==> src/rtl/mux4_rr_arbiter_pkg.sv <==
// Shared types and sizes for the 4-lane round-robin selection arbiter.
package mux4_rr_arbiter_pkg;
  localparam int N_REQ = 4;
  localparam int SEL_W = 2;

  typedef enum logic [0:0] {
    ST_IDLE  = 1'b0,
    ST_GRANT = 1'b1
  } state_t;
endpackage

==> src/rtl/mux4_sel.sv <==
// Combinational 4:1 one-bit selector; lane bit chosen by the registered select.
module mux4_sel
  import mux4_rr_arbiter_pkg::*;
(
  input  logic [N_REQ-1:0] i_din,
  input  logic [SEL_W-1:0] i_sel,
  output logic             o_y
);
  assign o_y = i_din[i_sel];
endmodule

==> src/rtl/mux4_rr_arbiter.sv <==
// Round-robin arbiter over four lanes with a tenure limit per grant and a
// valid/ready output carrying the granted lane's data bit.
module mux4_rr_arbiter
  import mux4_rr_arbiter_pkg::*;
#(
  parameter int HOLD_MAX = 4,
  parameter int CNT_W    = 8
) (
  input  logic             clk,
  input  logic             rst,
  input  logic [N_REQ-1:0] req,
  input  logic [N_REQ-1:0] din,
  input  logic             out_ready,
  output logic             out_valid,
  output logic             out_data,
  output logic [N_REQ-1:0] gnt,
  output logic [SEL_W-1:0] sel,
  output logic             busy
);

  // Rotate so ptr sits at bit 0, take the lowest set bit, rotate the index back.
  function automatic logic [SEL_W-1:0] rr_pick(input logic [N_REQ-1:0] r,
                                               input logic [SEL_W-1:0] p);
    logic [2*N_REQ-1:0] dbl;
    logic [N_REQ-1:0]   rot;
    logic [SEL_W-1:0]   idx;
    dbl = {r, r};
    rot = N_REQ'(dbl >> p);
    idx = '0;
    for (int i = N_REQ-1; i >= 0; i--)
      if (rot[i]) idx = SEL_W'(i);
    return idx + p;
  endfunction

  state_t           r_state;
  logic [N_REQ-1:0] r_gnt;
  logic [SEL_W-1:0] r_sel;
  logic [SEL_W-1:0] r_ptr;
  logic [CNT_W-1:0] r_cnt;

  logic [SEL_W-1:0] w_pick;
  logic             w_xfer;
  logic             w_last;
  logic             w_release;

  assign w_pick    = rr_pick(req, r_ptr);
  assign out_valid = (r_state == ST_GRANT) & req[r_sel];
  assign w_xfer    = out_valid & out_ready;
  assign w_last    = (r_cnt == CNT_W'(HOLD_MAX - 1));
  // A dropped request releases without counting; stalls never expire tenure.
  assign w_release = (r_state == ST_GRANT) & (~req[r_sel] | (w_xfer & w_last));

  assign gnt  = r_gnt;
  assign sel  = r_sel;
  assign busy = (r_state == ST_GRANT);

  mux4_sel u_mux (
    .i_din (din),
    .i_sel (r_sel),
    .o_y   (out_data)
  );

  always_ff @(posedge clk) begin
    if (rst) begin
      r_state <= ST_IDLE;
      r_gnt   <= '0;
      r_sel   <= '0;
      r_ptr   <= '0;
      r_cnt   <= '0;
    end else begin
      case (r_state)
        ST_IDLE: begin
          if (|req) begin
            r_state <= ST_GRANT;
            r_gnt   <= N_REQ'(1) << w_pick;
            r_sel   <= w_pick;
            r_cnt   <= '0;
          end
        end
        ST_GRANT: begin
          if (w_release) begin
            r_state <= ST_IDLE;
            r_gnt   <= '0;
            r_ptr   <= r_sel + SEL_W'(1);
            r_cnt   <= '0;
          end else if (w_xfer) begin
            r_cnt   <= r_cnt + CNT_W'(1);
          end
        end
        default: begin
          r_state <= ST_IDLE;
          r_gnt   <= '0;
        end
      endcase
    end
  end

endmodule
==> config.mk <==
export PLATFORM = sky130hd
export DESIGN_NAME = mux4_rr_arbiter
export DESIGN_NICKNAME = d
export VERILOG_FILES = /design/src/rtl/mux4_rr_arbiter_pkg.sv /design/src/rtl/mux4_sel.sv /design/src/rtl/mux4_rr_arbiter.sv
export SDC_FILE = /design/constraint.sdc
export NUM_CORES = 1
export LEC_CHECK = 0
export CORE_MARGIN = 8
export CORE_UTILIZATION = 29
export CTS_BUF_LIST = sky130_fd_sc_hd__clkbuf_16
export CTS_CLUSTER_SIZE = 8
export DETAILED_ROUTE_END_ITERATION = 6
export GPL_TIMING_DRIVEN = 0
export PLACE_DENSITY = 0.57
export SLEW_MARGIN = 20
export SYNTH_ARGS = -nofsm -noshare
export SYNTH_HDL_FRONTEND = slang
export SYNTH_HIERARCHICAL = 1
export SYNTH_SLANG_ARGS = --single-unit
==> constraint.sdc <==
create_clock -name clk -period 7 [get_ports clk]
set_clock_uncertainty 0.15 [all_clocks]
set_input_delay 1.75 -clock clk [delete_from_list [all_inputs] [get_ports clk]]
set_output_delay 1.75 -clock clk [all_outputs]
set_load 0.01 [all_outputs]
==> flow_metrics.tcl <==
set metrics [dict create \
    clkTransAtPathRegs_ps 50 \
    dieWidth_um 78.8 \
    switching_share 0.280 \
    pwr-share-clk 0.355 \
    antenna_found_initial 0 \
    maxSlewViolCount 0 \
    cts_setup_buffers 0 \
    grt_pass1_vias 1034 \
    hold_class "reg -> reg" \
    grt_overflow 0 \
    drtAntennaViolNets 0 \
    avgSynthCellArea_sq_um 8.35 \
    synthToLayoutAreaGrowth_pct 27.2 \
    use_met3 0.0192 \
    routed_wl_um 2660 \
    intPower_mw 0.225 \
    ff2ff_setup_slack_ps 4180 \
    synth.net_count 150 \
    hold_path_end "gnt[0]" \
    required_ps 5100 \
    fp-row-count 23 \
    cts_tree "yes" \
    avgViaCountPerCell 5.11 \
    drc 0 \
    diodes 0 \
    cts_resized 0 \
    coreArea_sq_um 3880 \
    netlist_area_sq_um 1140 \
    finalNetCount 172 \
    cts.htree.levels 1 \
    synth.area.mux_share 0.0646 \
    fin_setup_tns_ps 0 \
    synthAdderAreaFrac 0.0219 \
    fin_ws_ps 1650 \
    cts_sinks 17 \
    worstSkewPairLatency_ps 240 \
    synth-xor-area-share 0.0766 \
    numPortBuffers 17 \
    postCtsHoldBufs 0 \
    multiInputGateArea_sq_um 768 \
    fmax_mhz 187 \
    first_pass_iters 4 \
    cp.arrival_ps 3450 \
    grt_pass1_wl_um 4650 \
    powerDensity_nw_per_um2 215 \
    ios 20 \
    layout_commonest_cell "nor2_1" \
    vias 1063 \
    min_period_ps 5350 \
    start_util 0.294 \
    hold_violations 0 \
    p_leak_nw 0.521 \
    dp_hpwl_um 2060 \
    grt_usage 0.0878 \
    globalplace.congestion 0.806 \
    met1_usage 0.103 \
    hold_start "gnt[0]" \
    maxCapViolCount 0 \
    synth_compound_area_frac 0.164 \
    rsz0062_at_grt "no" \
    hold_depth 2 \
    pwr-share-comb 0.283 \
    layout_common_cells "nor2_1, dfxtp_1, clkdlybuf4s50_1" \
    setup_viol 0 \
    yosysSeqAreaShare 0.298 \
    synth_edf_count 0 \
    cts_buffers 3 \
    worst_slew_pin_slew_ps 561 \
    crit_type "in -> out" \
    root_buffer "clkbuf_16" \
    cts_buffer_depth 2 \
    fin_util 0.375 \
    die_area_sq_um 6210 \
    synthFlopType "dfxtp_1" \
    p_total_mw 0.312 \
    crit_path_max_fanout 8 \
    seq_area_sq_um 340 \
    grt_max_degree 11 \
    synthDistinctLibCells 45 \
    synth_top_family_by_area "simple AND/OR/NAND/NOR gates" \
    worst_r2r_path_depth 10 \
    met2_usage 0.155 \
    r2r-start "r_ptr[0]" \
    power.switching_mw 0.0874 \
    start_kind "primary input" \
    die_y_um 78.8 \
    synthCells 137 \
    max-vdd-ir-drop_mv 0.0933 \
    synth_seq_cells 17 \
    fin_crit_sh 0.764 \
    pwr-share-seq 0.362 \
    maxSlewHeadroom 0.626 \
    dp_slack_ps 1660 \
    cp-end-kind "output port" \
    worstReg2RegEnd "gnt[2]" \
    final_layout_size_suffix_gt1_frac 0.108 \
    first_iter_violations 42 \
    top_usage_layer "met2" \
    routedWlPerCell_um 12.8 \
    status "finished clean" \
    async_flop_share 0 \
    n_fill_cell 412 \
    synth-simple-area-share 0.345 \
    yosysWarningCount 6 \
]
[flip-flops by register name (all words and copies together), names as in the netlist]
| signal | flops |
|---|---|
| r_ptr | 2 |
| r_cnt | 8 |
| busy | 1 |
| sel | 2 |
| gnt | 4 |
[area by class of cell]
class	count	share of cell area
Buffer	6	0.0215
Clock buffer	3	0.0516
Clock inverter	1	0.00258
Inverter	1	0.00258
Multi-Input combinational cell	113	0.528
Sequential cell	17	0.234
Tap cell	50	0.0430
Timing Repair Buffer	17	0.117
[synth_stat cells (all sizes together), types with 3 or more instances]
master / instances / area [sq um]
a21oi: 3 / 15.0
clkbuf: 4 / 15.0
dfxtp: 17 / 340
mux2i: 4 / 40.0
nand2: 8 / 30.0
nand3: 15 / 75.1
nor2: 24 / 97.6
nor2b: 3 / 18.8
nor3: 4 / 20.0
nor3b: 3 / 22.5
o21ai: 7 / 38.8
xnor2: 8 / 70.1
[layer usage]
layer | up-vias | share of wire
met5 | - | 0
met1 | 502 | 0.45
met2 | 15 | 0.49
li1 | 544 | -
met4 | 0 | 0.0094
met3 | 2 | 0.051
[metrics by stage]
step                      cell area (sq um)  hold WS (ps)  instances
after floorplan                        1140           317        137
after global placement                 1380           310        204
after detailed placement               1380           318        204
after CTS                              1460           332        208
after global routing                   1460           354        208
final                                  1460           324        208
[worst max-delay path by stage]
stage	from	endpoint	slack [ps]	depth (start not counted)
after floorplan	req[0]	out_valid	2680	4
after global placement	req[1]	out_valid	1680	5
after detailed placement	req[1]	out_valid	1660	5
after CTS	req[1]	out_valid	1660	5
after global routing	req[1]	out_valid	1530	5
final	req[1]	out_valid	1650	5
[power groups by stage]
stage | Clock (mW) | Sequential, mW | Combinational (mW)
global placement | 0 | 0.115 | 0.0871
floorplan | 0 | 0.116 | 0.0544
detailed placement | 0 | 0.115 | 0.0889
CTS | 0.115 | 0.113 | 0.0893
finish | 0.111 | 0.113 | 0.0885
global route | 0.118 | 0.114 | 0.0980
[cells by family after synthesis]
logic type	Yosys count
and+or+nand+nor	72
AOI/OAI and AO/OA	23
DFF	17
xor gates and xnor gates	10
buffers and inverters	7
muxes	6
adders and majority gates	2
[critical path: stages]
cell	delay (ps)
clkdlybuf4s50_1	530
mux2i_1	350
o22a_1	270
inv_1	70
clkdlybuf4s50_1	480
(Power assumes the default switching activity.)
